$ cat config.mk
export PLATFORM = sky130hd
export DESIGN_NAME = ppe_sequencer
export DESIGN_NICKNAME = d
export VERILOG_FILES = /design/src/rtl/ppe_pkg.sv /design/src/rtl/ppe_mac_acc.sv /design/src/rtl/ppe_sequencer.sv
export SDC_FILE = /design/constraint.sdc
export NUM_CORES = 1
export LEC_CHECK = 0
export CORE_MARGIN = 5
export CORE_UTILIZATION = 45
export DETAILED_ROUTE_END_ITERATION = 10
export HOLD_SLACK_MARGIN = 0.15
export PLACE_DENSITY = 0.81
export SYNTH_ARGS = -nofsm -noshare
export SYNTH_HDL_FRONTEND = slang
export SYNTH_SLANG_ARGS = --single-unit
$ cat constraint.sdc
create_clock -name clk -period 2.95 [get_ports clk]
set_input_delay 0.59 -clock clk [delete_from_list [all_inputs] [get_ports clk]]
set_output_delay 0.59 -clock clk [all_outputs]
set_load 0.05 [all_outputs]
$ cat src/rtl/ppe_pkg.sv
// ppe_pkg: shared constants and types for the PPE sequencer slice.
//   - Opcode values carried on the inbound/outbound packet opcode field.
//   - Sequencer FSM state encoding.
//   - Bit offsets of the fields inside the 25-bit packet payload.
package ppe_pkg;

  localparam logic [3:0] OP_WLOAD = 4'h1;
  localparam logic [3:0] OP_ILOAD = 4'h2;
  localparam logic [3:0] OP_START = 4'h3;
  localparam logic [3:0] OP_PSUM  = 4'h4;

  typedef enum logic [1:0] {
    StIdle,
    StRead,
    StDrain,
    StSend
  } state_e;

  // WLOAD payload: {unused, weight[10:3], addr[2:0]}
  localparam int unsigned WL_ADDR_LSB = 0;
  localparam int unsigned WL_ADDR_W   = 3;
  localparam int unsigned WL_DATA_LSB = 3;

  // PSUM payload: {pos[24:20], 9'b0, psum[10:0]}
  localparam int unsigned PKT_W       = 25;
  localparam int unsigned OUT_POS_LSB = 20;
  localparam int unsigned OUT_POS_W   = 5;

endpackage

$ cat src/rtl/ppe_mac_acc.sv
// ppe_mac_acc: registered spike-gated accumulator.
// Ports:
//   clk, rst  - clock, synchronous active-high reset
//   clear     - zero the accumulator (wins over en)
//   en        - accumulate this cycle
//   spike     - gate: weight is added only when set
//   weight    - unsigned weight operand
//   acc       - current accumulated value
module ppe_mac_acc #(
  parameter int unsigned WEIGHT_W = 8,
  parameter int unsigned PSUM_W   = 11
) (
  input  logic                clk,
  input  logic                rst,
  input  logic                clear,
  input  logic                en,
  input  logic                spike,
  input  logic [WEIGHT_W-1:0] weight,
  output logic [PSUM_W-1:0]   acc
);

  logic [PSUM_W-1:0] acc_q;

  always_ff @(posedge clk) begin
    if (rst || clear) begin
      acc_q <= '0;
    end else if (en && spike) begin
      acc_q <= acc_q + PSUM_W'(weight);
    end
  end

  assign acc = acc_q;

endmodule

$ cat src/rtl/ppe_sequencer.sv
// ppe_sequencer: sequences one PPE's weight RF and input RF and computes a
// 1-D spike-gated convolution row, emitting one PSUM packet per position.
// Ports:
//   clk, rst                   - clock, synchronous active-high reset
//   in_valid/in_ready          - inbound packet handshake
//   in_opcode, in_data         - inbound opcode and 25-bit payload
//   w_we/w_waddr/w_wdata       - weight RF write port (pulse after accept)
//   w_raddr, w_rdata           - weight RF read port (data one cycle later)
//   i_we/i_wdata               - input RF whole-vector write
//   i_raddr, i_rdata           - input RF spike read (data one cycle later)
//   out_valid/out_ready        - outbound packet handshake
//   out_dest/out_opcode/out_data - outbound packet fields
//   busy                       - any state other than idle
//   err                        - one-cycle pulse on a rejected command
module ppe_sequencer
  import ppe_pkg::*;
#(
  parameter int unsigned NUM_INPUTS = 25,
  parameter int unsigned FILTER     = 5,
  parameter int unsigned WEIGHT_W   = 8,
  parameter int unsigned PSUM_W     = 11,
  parameter logic [3:0]  OUT_DEST   = 4'hA
) (
  input  logic                  clk,
  input  logic                  rst,
  input  logic                  in_valid,
  output logic                  in_ready,
  input  logic [3:0]            in_opcode,
  input  logic [PKT_W-1:0]      in_data,
  output logic                  w_we,
  output logic [2:0]            w_waddr,
  output logic [WEIGHT_W-1:0]   w_wdata,
  output logic [2:0]            w_raddr,
  input  logic [WEIGHT_W-1:0]   w_rdata,
  output logic                  i_we,
  output logic [NUM_INPUTS-1:0] i_wdata,
  output logic [4:0]            i_raddr,
  input  logic                  i_rdata,
  output logic                  out_valid,
  input  logic                  out_ready,
  output logic [3:0]            out_dest,
  output logic [3:0]            out_opcode,
  output logic [PKT_W-1:0]      out_data,
  output logic                  busy,
  output logic                  err
);

  localparam logic [2:0]  K_LAST   = 3'(FILTER - 1);
  localparam logic [2:0]  FILTER_A = 3'(FILTER);
  localparam logic [4:0]  POS_LAST = 5'(NUM_INPUTS - FILTER);
  localparam int unsigned PAD_W    = PKT_W - OUT_POS_W - PSUM_W;

  state_e                state_q, state_d;
  logic [2:0]            k_q, k_d;
  logic [4:0]            pos_q, pos_d;
  logic [FILTER-1:0]     mask_q, mask_d;
  logic                  ivld_q, ivld_d;
  logic                  w_we_q, w_we_d;
  logic [2:0]            w_waddr_q, w_waddr_d;
  logic [WEIGHT_W-1:0]   w_wdata_q, w_wdata_d;
  logic                  i_we_q, i_we_d;
  logic [NUM_INPUTS-1:0] i_wdata_q, i_wdata_d;
  logic                  err_q, err_d;
  logic                  acc_en_q;
  logic                  acc_clear;
  logic [PSUM_W-1:0]     acc;
  logic [2:0]            wl_addr;

  assign wl_addr = in_data[WL_ADDR_LSB +: WL_ADDR_W];

  always_comb begin
    state_d   = state_q;
    k_d       = k_q;
    pos_d     = pos_q;
    mask_d    = mask_q;
    ivld_d    = ivld_q;
    w_we_d    = 1'b0;
    w_waddr_d = w_waddr_q;
    w_wdata_d = w_wdata_q;
    i_we_d    = 1'b0;
    i_wdata_d = i_wdata_q;
    err_d     = 1'b0;
    acc_clear = 1'b0;
    unique case (state_q)
      StIdle: begin
        if (in_valid) begin
          case (in_opcode)
            OP_WLOAD: begin
              if (wl_addr < FILTER_A) begin
                w_we_d    = 1'b1;
                w_waddr_d = wl_addr;
                w_wdata_d = in_data[WL_DATA_LSB +: WEIGHT_W];
                for (int unsigned i = 0; i < FILTER; i++) begin
                  if (wl_addr == 3'(i)) mask_d[i] = 1'b1;
                end
              end else begin
                err_d = 1'b1;
              end
            end
            OP_ILOAD: begin
              i_we_d    = 1'b1;
              i_wdata_d = in_data[NUM_INPUTS-1:0];
              ivld_d    = 1'b1;
            end
            OP_START: begin
              if ((&mask_q) && ivld_q) begin
                state_d = StRead;
                pos_d   = '0;
                k_d     = '0;
              end else begin
                err_d = 1'b1;
              end
            end
            default: err_d = 1'b1;
          endcase
        end
      end
      StRead: begin
        // Nothing is pending in the k = 0 cycle, so clearing here is safe.
        acc_clear = (k_q == 3'd0);
        if (k_q == K_LAST) begin
          k_d     = '0;
          state_d = StDrain;
        end else begin
          k_d = k_q + 3'd1;
        end
      end
      StDrain: state_d = StSend;
      StSend: begin
        if (out_ready) begin
          if (pos_q == POS_LAST) begin
            state_d = StIdle;
            pos_d   = '0;
            ivld_d  = 1'b0;
          end else begin
            pos_d   = pos_q + 5'd1;
            state_d = StRead;
          end
        end
      end
      default: state_d = StIdle;
    endcase
  end

  always_ff @(posedge clk) begin
    if (rst) begin
      state_q   <= StIdle;
      k_q       <= '0;
      pos_q     <= '0;
      mask_q    <= '0;
      ivld_q    <= 1'b0;
      w_we_q    <= 1'b0;
      w_waddr_q <= '0;
      w_wdata_q <= '0;
      i_we_q    <= 1'b0;
      i_wdata_q <= '0;
      err_q     <= 1'b0;
      acc_en_q  <= 1'b0;
    end else begin
      state_q   <= state_d;
      k_q       <= k_d;
      pos_q     <= pos_d;
      mask_q    <= mask_d;
      ivld_q    <= ivld_d;
      w_we_q    <= w_we_d;
      w_waddr_q <= w_waddr_d;
      w_wdata_q <= w_wdata_d;
      i_we_q    <= i_we_d;
      i_wdata_q <= i_wdata_d;
      err_q     <= err_d;
      // RF data returns one cycle after the read address, so accumulate lags by one.
      acc_en_q  <= (state_q == StRead);
    end
  end

  ppe_mac_acc #(
    .WEIGHT_W (WEIGHT_W),
    .PSUM_W   (PSUM_W)
  ) u_mac_acc (
    .clk    (clk),
    .rst    (rst),
    .clear  (acc_clear),
    .en     (acc_en_q),
    .spike  (i_rdata),
    .weight (w_rdata),
    .acc    (acc)
  );

  // in_ready is gated by rst so the interface looks quiescent while held in reset.
  assign in_ready   = (state_q == StIdle) && !rst;
  assign busy       = (state_q != StIdle);
  assign w_raddr    = (state_q == StRead) ? k_q : 3'd0;
  assign i_raddr    = (state_q == StRead) ? (pos_q + {2'b00, k_q}) : 5'd0;
  assign out_valid  = (state_q == StSend);
  assign out_opcode = out_valid ? OP_PSUM : 4'h0;
  assign out_data   = out_valid ? {pos_q, {PAD_W{1'b0}}, acc} : '0;
  assign out_dest   = OUT_DEST;
  assign w_we       = w_we_q;
  assign w_waddr    = w_waddr_q;
  assign w_wdata    = w_wdata_q;
  assign i_we       = i_we_q;
  assign i_wdata    = i_wdata_q;
  assign err        = err_q;

endmodule

==> flow_metrics.env, run 1 <==
export IMPL_pre_cts_ws_ps=66.5
export IMPL_net_switching_power_uw=715
export IMPL_wl_per_cell_um=14.0
export IMPL_vias=3252
export IMPL_route_detailed_drc=0
export IMPL_clkTransAtPathRegs_ps=90
export IMPL_clockPowerShare_pct=35.7
export IMPL_yosysSeqAreaShare_pct=39.4
export IMPL_syn_area_per_cell_um2=8.07
export IMPL_drt_iter0_markers=149
export IMPL_firstDrtPassIters=5
export IMPL_synth_edf_count=0
export IMPL_report_final_slew_viol_count=0
export IMPL_ys_types=49
export IMPL_grt_pass1_vias=3169
export IMPL_crit_type="reg -> out"
export IMPL_cp_slowest_cell="clkdlybuf4s50_1"
export IMPL_worst_ir_drop_vdd_v=0.000413
export IMPL_grt_pass1_wl_um=14700
export IMPL_setup_viol=0
export IMPL_power_uw=2240
export IMPL_synth_flop_cell="dfxtp_1"
export IMPL_track_usage_pct=18.6
export IMPL_finalCritPeriodShare_pct=92.1
export IMPL_grt_antenna_before_repair=0
export IMPL_ys_seq_elements=67
export IMPL_std_cell_rows=31
export IMPL_io_buffer_count=108
export IMPL_p_sw_share_pct=32.0
export IMPL_wirelength_um=8870
export IMPL_worstHoldPathType="reg -> reg"
export IMPL_numCtsBuffers=9
export IMPL_rsz0062_at_grt="false"
export IMPL_drive_above_1_share_pct=7.12
export IMPL_ys_warn_count=0
export IMPL_final_cell_mix="clkdlybuf4s50_1, nand2_1, dfxtp_1"
export IMPL_syn_area_mm2=0.00341
export IMPL_finClkSkew_ps=5.85
export IMPL_tns_ps=0
export IMPL_worst_setup_path_end_kind="primary output"
export IMPL_post_cts_setup_buffer_count=0
export IMPL_cts_hold_buf=0
export IMPL_grt_max_degree=53
export IMPL_worstMarginPinSlew_ps=547
export IMPL_die_w_um=97.0
export IMPL_clk_path_buf_depth=2
export IMPL_multi_input_area_mm2=0.00187
export IMPL_antenna_cells=0
export IMPL_cpLargestDelayFamily="buffers and inverters"
export IMPL_syn_inst=422
export IMPL_crit_chain="inv_1, ha_2, and2_1, clkdlybuf4s50_1"
export IMPL_die_area_mm2=0.00941
export IMPL_core_area_mm2=0.00733
export IMPL_root_buffer="clkbuf_8"
export IMPL_h_tree_depth=3
export IMPL_clock_fmax_ghz=0.368
export IMPL_slew_headroom_pct=63.4
export IMPL_pwr_share_seq_pct=42.7
export IMPL_layout_nets=592
export IMPL_clock_sinks=67
export IMPL_crit_path_start_kind="flop"
export IMPL_die_h_um=97.0
export IMPL_status="complete, no violations"
export IMPL_power_frac_comb_pct=21.6
export IMPL_path_buf_inv=2
export IMPL_avgViaCountPerCell=5.14
export IMPL_regArea_mm2=0.00134
export IMPL_cts_tree="done"
export IMPL_place_hpwl_um=6620
export IMPL_fillCellCount=625
export IMPL_cp_arrival_ps=2130
export IMPL_overflow=0
export IMPL_fin_crit_ps=2720
export IMPL_detail_route_antenna_nets=0
export IMPL_insertion_delay_ps=340
export IMPL_path_max_fanout=16
export IMPL_place_congestion=0.957
export IMPL_holdWs_ps=456
export IMPL_final_common_cell="clkdlybuf4s50_1"
export IMPL_maxCapViolCount=0
export IMPL_setup_slack_ps=232
export IMPL_critPathRequiredTime_ps=2360
export IMPL_slowest_delay_ps=810
export IMPL_areaGrowthSynthToFinish_pct=39.1
export IMPL_cts_resized_gates=0
export IMPL_cellPowerDensity_mw_per_mm2=472
export IMPL_hold_violations=0
export IMPL_start_util_pct=46.5
export IMPL_ios=125
export IMPL_synth_async_sr_flop_share_pct=0
export IMPL_p_leak_uw=0.00186
export IMPL_p_int_uw=1520
-- metal layers --
layer | GRT usage, % | vias to the layer above | part of all wire [%]
li1 | - | 1616 | -
met2 | 30.5 | 114 | 48
met5 | 0 | - | 0
met3 | 6.91 | 14 | 9.2
met4 | 6.48 | 0 | 1.5
met1 | 22.4 | 1508 | 42
-- synthesized netlist by cell type (2+ instances only) --
master,n,area share (%)
xnor2_1,6,1.5
o21bai_1,2,0.44
nand4_1,3,0.55
clkbuf_1,11,1.2
a31o_2,2,0.51
nand2_1,80,8.8
buf_4,17,3.7
a21oi_1,55,8.1
and4b_1,2,0.59
nor2_1,23,2.5
fa_1,2,1.2
and2_1,23,4.2
nor3_1,2,0.29
nand3_1,22,3.2
and3_1,4,0.73
o21ai_1,2,0.29
dfxtp_1,67,39
o211ai_1,3,0.66
o21ai_0,10,1.5
buf_2,5,0.73
a31oi_1,6,1.1
o2111ai_1,2,0.51
inv_1,17,1.9
nor2b_1,2,0.37
xor2_1,5,1.3
ha_1,19,7.0
or3_1,3,0.55
conb_1,2,0.22
mux2i_1,2,0.59
a21o_1,4,0.88
-- final timing paths --
kind | startpoint | end | slack, ps | depth (start not counted)
max | state_q[1] | w_raddr[2] | 230 | 4
min | i_wdata[23] | i_wdata[23] | 460 | 2
max reg2reg | u_mac_acc.acc[0] | u_mac_acc.acc[8] | 690 | 8
min reg2reg | i_wdata[23] | i_wdata[23] | 460 | 2
-- flip-flops by register name, summed over array words and instances (netlist names) --
name and cells:
err 1, u_mac_acc.acc 11, state_q 2, w_wdata 8, w_we 1, acc_en_q 1, i_wdata 25, w_waddr 3
mask_q 5, k_q 3, pos_q 5, ivld_q 1, i_we 1
-- stage by stage --
stage	instance area, um2	std cells	utilization, %
6_report	4740	633	64.6
5_1_grt	4740	633	64.6
4_1_cts	4730	633	64.6
3_5_place_dp	4530	617	61.7
3_3_place_gp	4530	617	61.7
2_1_floorplan	3460	436	-
-- cells by family after synthesis --
family                   after synthesis  synth area share, %
XOR/XNOR                              11                 2.83
buffers and inverters                 51                 7.68
adder cells (fa/ha/maj)               21                 8.15
flip-flops                            67                 39.4
multiplexers                           3                0.918
AND/OR/NAND/NOR                      173                 24.3
other                                  2                0.220
AO/OA/AOI/OAI                         94                 16.6
-- worst register-to-register path, delay by kind of cell (launching register included) --
family | cells | cell delay (ps)
simple gates | 4 | 1000
fa+ha+maj | 2 | 610
flops | 1 | 360
compound gates | 1 | 170
buf+inv | 1 | 60
-- layout make-up --
cell class                      instances  share of cell area (%)
Multi-Input combinational cell        318                    39.4
Tap cell                               99                    2.61
Inverter                               17                    1.35
Clock buffer                            9                    2.61
Clock inverter                          7                    1.77
Sequential cell                        67                    28.3
Timing Repair Buffer                  116                    24.0
-- power by group through the flow --
stage | Clock (uW) | Sequential [uW] | Combinational, uW
6_report | 799 | 955 | 483
4_1_cts | 822 | 954 | 482
3_5_place_dp | 0 | 976 | 479
2_1_floorplan | 0 | 1000 | 304
3_3_place_gp | 0 | 973 | 468
5_1_grt | 863 | 960 | 525
(Power assumes the default switching activity.)
==> run 2: changes to the inputs <==
--- a/config.mk
+++ b/config.mk
@@ -10,6 +10,7 @@
 export DETAILED_ROUTE_END_ITERATION = 10
 export HOLD_SLACK_MARGIN = 0.15
 export PLACE_DENSITY = 0.81
+export SKIP_LAST_GASP = 1
 export SYNTH_ARGS = -nofsm -noshare
 export SYNTH_HDL_FRONTEND = slang
 export SYNTH_SLANG_ARGS = --single-unit
==> results of run 2 <==
Same layout as run 1: the final DEF is identical, and so are final timing and power.
==> run 3: changes to the inputs <==
--- a/config.mk
+++ b/config.mk
@@ -9,7 +9,7 @@
 export CORE_UTILIZATION = 45
 export DETAILED_ROUTE_END_ITERATION = 10
 export HOLD_SLACK_MARGIN = 0.15
-export PLACE_DENSITY = 0.81
+export PLACE_DENSITY = 0.89
 export SKIP_LAST_GASP = 1
 export SYNTH_ARGS = -nofsm -noshare
 export SYNTH_HDL_FRONTEND = slang
==> run 3 against run 2 <==
Compared with the run above:
- combinational power grew 2%
- core utilization grew 0.32 points
- final area grew 0.50%
- routed wire length up 6.6%
- flip-flop and latch count did not move
- worst setup slack got worse by 40 ps
- sequential share of layout area fell by 0.14 points
- clock power is 7.8% higher
- maximum frequency is 1.5% lower
- critical path depth is the same
- largest power group unchanged
==> flow_metrics.env, run 3 (synthesis gave the netlist of run 1 again) <==
export IMPL_status="complete, no violations"
export IMPL_clock_sinks=67
export IMPL_die_area_mm2=0.00941
export IMPL_p_int_uw=1640
export IMPL_multi_input_area_mm2=0.00186
export IMPL_wl_per_cell_um=14.9
export IMPL_slew_headroom_pct=62.9
export IMPL_die_w_um=97.0
export IMPL_root_buffer="clkbuf_8"
export IMPL_insertion_delay_ps=340
export IMPL_overflow=0
export IMPL_final_common_cell="clkdlybuf4s50_1"
export IMPL_antenna_cells=0
export IMPL_avgViaCountPerCell=5.19
export IMPL_drive_above_1_share_pct=7.29
export IMPL_h_tree_depth=3
export IMPL_areaGrowthSynthToFinish_pct=39.8
export IMPL_largest_register_ffs=25
export IMPL_setup_viol=0
export IMPL_drt_iter0_markers=127
export IMPL_grt_pass1_wl_um=15500
export IMPL_numCtsBuffers=9
export IMPL_hold_violations=0
export IMPL_place_hpwl_um=7190
export IMPL_p_leak_uw=0.00186
export IMPL_post_cts_setup_buffer_count=0
export IMPL_crit_type="reg -> out"
export IMPL_clkTransAtPathRegs_ps=70
export IMPL_grt_pass1_vias=3256
export IMPL_rsz0062_at_grt="false"
export IMPL_cp_arrival_ps=2170
export IMPL_crit_path_start_kind="flop"
export IMPL_fin_crit_ps=2760
export IMPL_std_cell_rows=31
export IMPL_critPathRequiredTime_ps=2360
export IMPL_grt_max_degree=55
export IMPL_finClkSkew_ps=10.2
export IMPL_worstMarginPinSlew_ps=557
export IMPL_cts_tree="done"
export IMPL_maxCapViolCount=0
export IMPL_power_frac_comb_pct=21.3
export IMPL_worst_ir_drop_vdd_v=0.000357
export IMPL_finalCritPeriodShare_pct=93.5
export IMPL_path_max_fanout=16
export IMPL_core_area_mm2=0.00733
export IMPL_die_h_um=97.0
export IMPL_regArea_mm2=0.00134
export IMPL_clock_fmax_ghz=0.363
export IMPL_pwr_share_seq_pct=41.4
export IMPL_layout_nets=594
export IMPL_ios=125
export IMPL_p_sw_share_pct=29.0
export IMPL_track_usage_pct=19.8
export IMPL_fin_area_mm2=0.00476
export IMPL_start_util_pct=46.5
export IMPL_detail_route_antenna_nets=0
export IMPL_placedInstanceArea_mm2=0.00453
export IMPL_wirelength_um=9450
export IMPL_route_detailed_drc=0
export IMPL_grt_antenna_before_repair=0
export IMPL_cellPowerDensity_mw_per_mm2=484
export IMPL_net_switching_power_uw=670
export IMPL_final_cell_mix="clkdlybuf4s50_1, nand2_1, dfxtp_1"
export IMPL_power_uw=2310
export IMPL_vias=3293
export IMPL_clk_path_buf_depth=2
export IMPL_worstHoldPathType="reg -> reg"
export IMPL_clockPowerShare_pct=37.3
export IMPL_place_congestion=0.950
export IMPL_worst_setup_path_end_kind="primary output"
export IMPL_io_buffer_count=108
export IMPL_fillCellCount=603
export IMPL_firstDrtPassIters=4
export IMPL_report_final_slew_viol_count=0
run 3: path summary, 6_finish.rpt:
path                     from          endpoint  slack [ps]  cells after the start
min reg2reg        i_wdata[5]        i_wdata[5]         450                      2
max                state_q[0]       out_data[1]         190                      4
max reg2reg  u_mac_acc.acc[0]  u_mac_acc.acc[8]         690                      8
min                i_wdata[5]        i_wdata[5]         450                      2
run 3: layout make-up:
| cell class | count | share of cell area, % |
|---|---|---|
| Timing Repair Buffer | 118 | 24.1 |
| Clock buffer | 11 | 3.18 |
| Multi-Input combinational cell | 318 | 39.0 |
| Sequential cell | 67 | 28.2 |
| Clock inverter | 4 | 1.55 |
| Tap cell | 99 | 2.60 |
| Inverter | 17 | 1.34 |
run 3: metal layers:
layer	up-vias	part of all wire, %	track usage [%]
met1	1507	39	22.4
met5	-	0	0
met4	0	1.2	6.70
met2	145	49	34.2
li1	1626	-	-
met3	15	11	7.48
run 3: power groups by stage:
stage	Combinational, uW	Clock, uW	Sequential, uW
global placement	471	0	973
global route	529	926	958
floorplan	304	0	1000
CTS	489	879	955
detailed placement	487	0	975
finish	491	861	955
run 3: what timing repair did:
action	CTS	global route
setup endpoints to repair	1	0
hold buffers	0	0
endpoints found under the hold margin	0	0
gates resized for setup	1	0
run 3: stage by stage:
step / util [%] / setup TNS, ps / setup slack [ps] / cells / hold slack (ps)
after floorplan: - / 0 / 552 / 436 / 437
after global placement: 61.9 / 0 / 146 / 619 / 441
after detailed placement: 61.9 / -0.542 / -0.542 / 619 / 447
after CTS: 65.0 / 0 / 162 / 634 / 456
after global routing: 65.0 / 0 / 62.4 / 634 / 472
final: 65.0 / 0 / 192 / 634 / 453
run 3: critical path: stages (launching register included):
cell	delay (ps)
dfxtp_1	380
ha_2	350
inv_1	180
nor2_1	110
clkdlybuf4s50_1	810
